### src/rtl/exit_stdout_monitor.sv
// Multi-core tohost/putchar snooper: captures per-core exit codes from the RAM write
// port and merges per-core console FIFOs into one round-robin character stream.
module exit_stdout_monitor #(
  parameter int NUM_CORE      = 4,
  parameter int ADDR_WIDTH    = 32,
  parameter int DATA_WIDTH    = 64,
  parameter int FIFO_DEPTH    = 16,
  parameter int TIMEOUT_WIDTH = 32,
  localparam int CORE_W = (NUM_CORE > 1) ? $clog2(NUM_CORE) : 1
) (
  input  logic                               clk_i,
  input  logic                               rst_i,
  input  logic                               start_i,
  input  logic [NUM_CORE-1:0]                core_en_i,
  input  logic [NUM_CORE*ADDR_WIDTH-1:0]     tohost_addr_i,
  input  logic [NUM_CORE*ADDR_WIDTH-1:0]     putchar_addr_i,
  input  logic [TIMEOUT_WIDTH-1:0]           timeout_i,
  input  logic                               mem_we_i,
  input  logic [ADDR_WIDTH-1:0]              mem_waddr_i,
  input  logic [DATA_WIDTH-1:0]              mem_wdata_i,
  input  logic [DATA_WIDTH/8-1:0]            mem_wstrb_i,
  output logic                               char_valid_o,
  input  logic                               char_ready_i,
  output logic [CORE_W-1:0]                  char_core_o,
  output logic [7:0]                         char_data_o,
  output logic [NUM_CORE-1:0]                exit_valid_o,
  output logic [NUM_CORE*(DATA_WIDTH-1)-1:0] exit_code_o,
  output logic [NUM_CORE-1:0]                overflow_o,
  output logic                               all_done_o,
  output logic                               pass_o,
  output logic                               timeout_o
);
  localparam int STRB_W = DATA_WIDTH / 8;
  localparam int PTR_W  = (FIFO_DEPTH > 1) ? $clog2(FIFO_DEPTH) : 1;
  localparam logic [PTR_W:0] FULL_LEVEL = (PTR_W + 1)'(FIFO_DEPTH);

  typedef enum logic [1:0] {IDLE, RUN, EXIT} state_e;

  state_e                  state_q [NUM_CORE];
  state_e                  state_d [NUM_CORE];
  logic [DATA_WIDTH-2:0]   code_q  [NUM_CORE];
  logic [DATA_WIDTH-2:0]   code_d  [NUM_CORE];
  logic [PTR_W-1:0]        wptr_q  [NUM_CORE];
  logic [PTR_W-1:0]        wptr_d  [NUM_CORE];
  logic [PTR_W-1:0]        rptr_q  [NUM_CORE];
  logic [PTR_W-1:0]        rptr_d  [NUM_CORE];
  logic [PTR_W:0]          level_q [NUM_CORE];
  logic [PTR_W:0]          level_d [NUM_CORE];
  logic [7:0]              fifo_mem_q [NUM_CORE][FIFO_DEPTH];
  logic [NUM_CORE-1:0]     en_q, en_d, ovf_q, ovf_d;
  logic                    timeout_q, timeout_d;
  logic [TIMEOUT_WIDTH-1:0] cnt_q, cnt_d;
  logic [CORE_W-1:0]       rr_q, rr_d;
  logic                    char_valid_q, char_valid_d;
  logic [CORE_W-1:0]       char_core_q, char_core_d;
  logic [7:0]              char_data_q, char_data_d;

  logic [DATA_WIDTH-1:0]   masked_wdata;
  logic [NUM_CORE-1:0]     th_hit, pc_hit, push, pop, avail;
  logic                    accept, load, grant_vld, run_any;
  logic [CORE_W-1:0]       grant_idx, rr_eff;
  logic [7:0]              head_data;

  always_comb begin
    for (int b = 0; b < STRB_W; b++)
      masked_wdata[8*b +: 8] = mem_wstrb_i[b] ? mem_wdata_i[8*b +: 8] : 8'h00;
    for (int i = 0; i < NUM_CORE; i++) begin
      th_hit[i] = mem_we_i && (mem_waddr_i == tohost_addr_i[i*ADDR_WIDTH +: ADDR_WIDTH]);
      pc_hit[i] = mem_we_i && (mem_waddr_i == putchar_addr_i[i*ADDR_WIDTH +: ADDR_WIDTH]);
    end
  end

  // The presented character stays in its FIFO until accepted, so a same-cycle reload
  // must look at FIFO state and pointer as they will be after that pop.
  always_comb begin
    accept = char_valid_q && char_ready_i;
    load   = !char_valid_q || accept;
    rr_eff = rr_q;
    if (accept)
      rr_eff = (int'(char_core_q) == NUM_CORE - 1) ? '0 : char_core_q + 1'b1;
    for (int i = 0; i < NUM_CORE; i++) begin
      pop[i]   = accept && !start_i && (char_core_q == CORE_W'(i));
      avail[i] = (level_q[i] - (PTR_W + 1)'(pop[i])) != '0;
    end
    grant_vld = 1'b0;
    grant_idx = '0;
    for (int i = 0; i < NUM_CORE; i++)
      if (!grant_vld && avail[i] && CORE_W'(i) >= rr_eff) begin
        grant_vld = 1'b1;
        grant_idx = CORE_W'(i);
      end
    for (int i = 0; i < NUM_CORE; i++)
      if (!grant_vld && avail[i] && CORE_W'(i) < rr_eff) begin
        grant_vld = 1'b1;
        grant_idx = CORE_W'(i);
      end
    head_data = 8'h00;
    for (int i = 0; i < NUM_CORE; i++)
      if (grant_idx == CORE_W'(i))
        head_data = fifo_mem_q[i][rptr_q[i] + PTR_W'(pop[i])];

    rr_d         = rr_eff;
    char_valid_d = char_valid_q && !accept;
    char_core_d  = char_core_q;
    char_data_d  = char_data_q;
    if (start_i) begin
      char_valid_d = 1'b0;
    end else if (load && grant_vld) begin
      char_valid_d = 1'b1;
      char_core_d  = grant_idx;
      char_data_d  = head_data;
    end
  end

  always_comb begin
    logic push_req;
    push_req = 1'b0;
    en_d     = start_i ? core_en_i : en_q;
    ovf_d    = ovf_q;
    push     = '0;
    run_any  = 1'b0;
    for (int i = 0; i < NUM_CORE; i++) begin
      state_d[i] = state_q[i];
      code_d[i]  = code_q[i];
      wptr_d[i]  = wptr_q[i];
      rptr_d[i]  = rptr_q[i];
      level_d[i] = level_q[i];
      if (state_q[i] == RUN) run_any = 1'b1;
      if (start_i) begin
        state_d[i] = core_en_i[i] ? RUN : IDLE;
        code_d[i]  = '0;
        ovf_d[i]   = 1'b0;
        wptr_d[i]  = '0;
        rptr_d[i]  = '0;
        level_d[i] = '0;
      end else begin
        if (state_q[i] == RUN && th_hit[i] && !timeout_q && masked_wdata[0]) begin
          state_d[i] = EXIT;
          code_d[i]  = masked_wdata[DATA_WIDTH-1:1];
        end
        // A tohost hit shadows a putchar hit on the same core even when the exit is ignored.
        push_req = (state_q[i] == RUN) && pc_hit[i] && !th_hit[i] && mem_wstrb_i[0];
        push[i]  = push_req && ((level_q[i] != FULL_LEVEL) || pop[i]);
        if (push_req && !push[i]) ovf_d[i] = 1'b1;
        wptr_d[i]  = wptr_q[i] + PTR_W'(push[i]);
        rptr_d[i]  = rptr_q[i] + PTR_W'(pop[i]);
        level_d[i] = level_q[i] + (PTR_W + 1)'(push[i]) - (PTR_W + 1)'(pop[i]);
      end
    end

    cnt_d     = cnt_q;
    timeout_d = timeout_q;
    if (start_i) begin
      cnt_d     = '0;
      timeout_d = 1'b0;
    end else if (run_any && !timeout_q) begin
      cnt_d = cnt_q + 1'b1;
      if (timeout_i != '0 && cnt_d == timeout_i) timeout_d = 1'b1;
    end
  end

  always_ff @(posedge clk_i) begin
    if (rst_i) begin
      en_q         <= '0;
      ovf_q        <= '0;
      timeout_q    <= 1'b0;
      cnt_q        <= '0;
      rr_q         <= '0;
      char_valid_q <= 1'b0;
      char_core_q  <= '0;
      char_data_q  <= '0;
      for (int i = 0; i < NUM_CORE; i++) begin
        state_q[i] <= IDLE;
        code_q[i]  <= '0;
        wptr_q[i]  <= '0;
        rptr_q[i]  <= '0;
        level_q[i] <= '0;
      end
    end else begin
      en_q         <= en_d;
      ovf_q        <= ovf_d;
      timeout_q    <= timeout_d;
      cnt_q        <= cnt_d;
      rr_q         <= rr_d;
      char_valid_q <= char_valid_d;
      char_core_q  <= char_core_d;
      char_data_q  <= char_data_d;
      for (int i = 0; i < NUM_CORE; i++) begin
        state_q[i] <= state_d[i];
        code_q[i]  <= code_d[i];
        wptr_q[i]  <= wptr_d[i];
        rptr_q[i]  <= rptr_d[i];
        level_q[i] <= level_d[i];
      end
    end
  end

  always_ff @(posedge clk_i) begin
    for (int i = 0; i < NUM_CORE; i++)
      if (push[i]) fifo_mem_q[i][wptr_q[i]] <= mem_wdata_i[7:0];
  end

  always_comb begin
    logic done, codes_zero;
    done       = (en_q != '0);
    codes_zero = 1'b1;
    for (int i = 0; i < NUM_CORE; i++) begin
      exit_valid_o[i] = (state_q[i] == EXIT);
      exit_code_o[i*(DATA_WIDTH-1) +: DATA_WIDTH-1] = code_q[i];
      if (en_q[i] && state_q[i] != EXIT) done = 1'b0;
      if (code_q[i] != '0) codes_zero = 1'b0;
    end
    all_done_o   = done;
    pass_o       = done && codes_zero && (ovf_q == '0) && !timeout_q;
    overflow_o   = ovf_q;
    timeout_o    = timeout_q;
    char_valid_o = char_valid_q;
    char_core_o  = char_core_q;
    char_data_o  = char_data_q;
  end
endmodule
### config.mk
export PLATFORM = sky130hd
export DESIGN_NAME = exit_stdout_monitor
export DESIGN_NICKNAME = d
export VERILOG_FILES = /design/src/rtl/exit_stdout_monitor.sv
export SDC_FILE = /design/constraint.sdc
export NUM_CORES = 2
export LEC_CHECK = 0
export CAP_MARGIN = 20
export CORE_MARGIN = 3
export CORE_UTILIZATION = 28
export DETAILED_ROUTE_END_ITERATION = 10
export GPL_TIMING_DRIVEN = 0
export PLACE_DENSITY = 0.45
export SLEW_MARGIN = 5
export SYNTH_ARGS = -nofsm -noshare
export SYNTH_HDL_FRONTEND = slang
export SYNTH_SLANG_ARGS = --single-unit
### constraint.sdc
create_clock -name clk_i -period 4.55 [get_ports clk_i]
set_input_delay 0.6825 -clock clk_i [delete_from_list [all_inputs] [get_ports clk_i]]
set_output_delay 0.6825 -clock clk_i [all_outputs]
set_load 0.1 [all_outputs]
==> flow_summary.yaml <==
outcome:
  outcome: "finished, final reports clean"
logic_synthesis:
  synthDominantCellAreaShare_pct: 38.8
  synth.ff_latch_count: 878
  mappedNetlistNets: 3746
  postSynthAreaPerCell_um2: 12.1
  syn-cell-area_um2: 39600
  synth_most_common_cell: "sky130_fd_sc_hd__edfxtp_1"
  ys_seq_area_share_pct: 57.3
  post_synth_arst_share_pct: 0
  synth-edff-count: 512
  synth_cells: 3283
  yosys_warnings: 0
  yosysTopAreaCell: "sky130_fd_sc_hd__edfxtp_1"
  postSynth.topFlopCell: "sky130_fd_sc_hd__edfxtp_1"
  synthTopCellsByArea: "sky130_fd_sc_hd__edfxtp_1 (39%), sky130_fd_sc_hd__dfxtp_1 (19%), sky130_fd_sc_hd__mux4_2 (8.5%)"
  synth_commonest_cells: "sky130_fd_sc_hd__edfxtp_1 (512), sky130_fd_sc_hd__nand2_1 (442), sky130_fd_sc_hd__dfxtp_1 (366), sky130_fd_sc_hd__xor2_1 (257), sky130_fd_sc_hd__a21oi_1 (238)"
  yosysUniqueCellTypes: 74
sta:
  final_period_minus_worst_setup_slack_ps: 4440
  setup_viol_count_final: 0
  fmax_mhz: 225
  setup_total_negative_slack_ps: 0
  timing_hold_violations_final: 0
  grt_setup_unrepaired: "true"
  period_share_pct: 97.5
  tightestPinTransition_ps: 1220
  slew_headroom_pct: 18.4
  timing_max_transition_violations_final: 0
  skew_ps: 31.3
layout:
  final_layout_size_suffix_gt1_share_pct: 11.0
  final_cells: 6014
  layout.cell_area.non_filler_um2: 52100
  utilization_pct: 37.2
  final_nets: 4515
  fillers: 13800
  area_delta_synth_final_pct: 31.6
pwr:
  p_leak_uw: 0.0169
  vdd.ir_drop.worst_v: 0.000266
  internal_power_uw: 13600
  post-layout-total-power_uw: 17700
  combPwrFrac_pct: 6.6
  pwr-share-clk_pct: 45.8
  p_seq_share_pct: 47.6
  netSwitchingPower_uw: 4060
  cellPowerDensity_nw_per_um2: 339
  netSwitchingFraction_pct: 23.0
floorplan:
  die-height_um: 382
  std_cell_rows: 137
  initial_core_util_pct: 28.3
  die_outline_width_um: 382
  die_area_um2: 146000
  ioPinCount: 675
  floorplan.core_area_um2: 140000
worst_setup_path:
  critical_path.cell_chain: "clkbuf_1 > xor2_1 > nor4_1 > nand4_1 > nor3_1 > nand3b_1 > nor3_1 > nand2_1 > nor2_1"
  critical_path.max_stage_delay_ps: 870
  worstSetupPathType: "in2reg"
  timing.critical_path.arrival_ps: 4730
  critPathTopFamily: "simple AND/OR/NAND/NOR gates"
  cpMaxStageDelayCell: "sky130_fd_sc_hd__clkbuf_1"
  timing.critical_path.required_ps: 4850
  crit_top_cell: "sky130_fd_sc_hd__nor3_1"
  critical_path.n_buffers_inverters: 1
  critPathMaxFanout: 8
  startpoint_type: "input pin"
  worstSetupEndpointType: "flop"
  worst-r2r-setup-slack_ps: 290
run:
  maxCapViolations: 0
cts:
  clk-insertion-delay-late_ps: 710
  cts-hold-fix-buffers: 0
  cts-root-to-sink-buffers: 3
  cts_buffers: 97
  cts.repair_timing.setup_buffer_count: 0
  tritoncts_num_sinks: 878
  cts.clk_slew.worst_paths_ps: 60
  cts_htree_levels: 3
  tritoncts: "built"
  cts_root_buf: "sky130_fd_sc_hd__clkbuf_16"
route:
  drc: 0
  finalWirelength_mm: 166
  number_of_design_rule_violations_left_by_the_first_detailed_router_iteration: 2217
  route.vias.total: 29800
  detail_route.wl_per_cell_um: 27.7
  drt-vias-per-instance: 4.96
  detailedRoute.firstPassIterationCount: 5
  count_of_nets_left_with_antenna_violations_after_detail_routing: 0
grt:
  antenna_found_initial: 7
  pin_count_of_the_biggest_net_entering_global_routing: 66
  global_route.overflow_total: 0
  grt_usage_pct: 22.1
  first_global_vias: 29600
  first_pass_grt_wire_length_mm: 231
placement:
  io_buffer_count: 640
  place_area_um2: 48800
  place.detailed.hpwl_mm: 129
  finalWeightedCongestion: 0.914
  placed_cells_incl_taps: 5827
min_path:
  hp-class: "reg2reg"
-- final timing paths --
check,start,to,depth (start not counted)
max,mem_waddr_i[20],fifo_mem_q[3][79],9
min,code_q[0][49],code_q[0][49],2
max reg2reg,char_valid_o,char_data_o[3],11
min reg2reg,code_q[0][49],code_q[0][49],2
-- cell families (layout without fill, tap and decap cells) --
| family | Yosys count | count (layout) | share of synthesized area [%] |
|---|---|---|---|
| other | 0 | 3 | 0 |
| multiplexers | 230 | 230 | 11.0 |
| AO/OA/AOI/OAI | 330 | 330 | 4.63 |
| XOR/XNOR | 350 | 350 | 7.74 |
| adder cells (fa/ha/maj) | 62 | 62 | 2.03 |
| AND/OR/NAND/NOR | 1205 | 1205 | 14.8 |
| buffers and inverters | 228 | 1080 | 2.46 |
| flip-flops | 878 | 878 | 57.3 |
-- timing repair --
action	CTS	global route
gates resized for setup	4	14
gates cloned	0	0
setup endpoints to repair	4	17
-- power by group through the flow --
stage,Sequential (µW),Clock [µW],Combinational (µW)
6_report,8400,8080,1170
2_1_floorplan,8580,0,414
4_1_cts,8400,8260,1170
3_5_place_dp,8570,0,1160
5_1_grt,8400,8570,1230
3_3_place_gp,8590,0,1150
-- per-stage QoR --
step / setup slack [ps] / hold slack, ps
after floorplan: 44.9 / 446
after global placement: -1380 / 455
after detailed placement: -830 / 462
after CTS: 4.75 / 470
after global routing: -12.4 / 485
final: 114 / 468
-- worst reg2reg max path, delay by kind of cell (launching register included) --
kind | cells | cell delay [ps]
buffers and inverters | 2 | 1150
AND/OR/NAND/NOR | 5 | 1100
multiplexers | 2 | 1000
flip-flops | 1 | 500
adder cells (fa/ha/maj) | 2 | 370
-- cells in the final DEF (no fill, tap or decap), types with 12 or more instances in the layout --
master	count
sky130_fd_sc_hd__clkdlybuf4s50_1	632
sky130_fd_sc_hd__edfxtp_1	512
sky130_fd_sc_hd__nand2_1	442
sky130_fd_sc_hd__dfxtp_1	366
sky130_fd_sc_hd__xor2_1	257
sky130_fd_sc_hd__a21oi_1	237
sky130_fd_sc_hd__nor2_1	229
sky130_fd_sc_hd__mux4_2	150
sky130_fd_sc_hd__nor4_1	142
sky130_fd_sc_hd__clkbuf_1	117
sky130_fd_sc_hd__clkbuf_16	100
sky130_fd_sc_hd__and2_1	92
sky130_fd_sc_hd__xnor2_1	90
sky130_fd_sc_hd__mux2i_1	68
sky130_fd_sc_hd__nand4_1	64
sky130_fd_sc_hd__buf_2	59
sky130_fd_sc_hd__nand3_1	59
sky130_fd_sc_hd__ha_1	58
sky130_fd_sc_hd__inv_1	45
sky130_fd_sc_hd__o21ai_0	33
sky130_fd_sc_hd__nor3_1	32
sky130_fd_sc_hd__buf_4	29
sky130_fd_sc_hd__nand2b_1	28
sky130_fd_sc_hd__or3_1	19
sky130_fd_sc_hd__clkinv_2	16
sky130_fd_sc_hd__nor3_2	14
sky130_fd_sc_hd__clkinv_1	14
sky130_fd_sc_hd__clkbuf_8	14
sky130_fd_sc_hd__and3_1	12
-- flip-flops by register name, summed over array words and instances, names as in the netlist --
register	cells
overflow_o	4
wptr_q	16
fifo_mem_q	512
en_q	4
state_q	8
level_q	20
timeout_o	1
rr_q	2
char_core_o	2
char_data_o	8
char_valid_o	1
cnt_q	32
code_q	252
rptr_q	16
-- cell type report --
class,instances,area (µm²),share of cell area [%]
repair buffers,670,6730,12.9
multi-input cells,2177,16100,30.8
clock buffers,132,2760,5.30
clock inverters,50,508,0.975
well taps,1876,2350,4.50
flip-flops and latches,878,22700,43.6
diodes,3,7.51,0.0144
inverters,46,173,0.331
plain buffers,182,817,1.57
-- metal layers --
| layer | share of wire [%] | wire length [µm] | vias to the layer above | global-route usage (%) |
|---|---|---|---|---|
| met5 | 0 | 0 | - | 0 |
| met1 | 44 | 73700 | 15200 | 29.7 |
| met4 | 1.8 | 3010 | 0 | 4.34 |
| met3 | 4.9 | 8120 | 154 | 3.56 |
| li1 | - | - | 13500 | - |
| met2 | 49 | 81600 | 919 | 37.6 |
(Power assumes the default switching activity.)
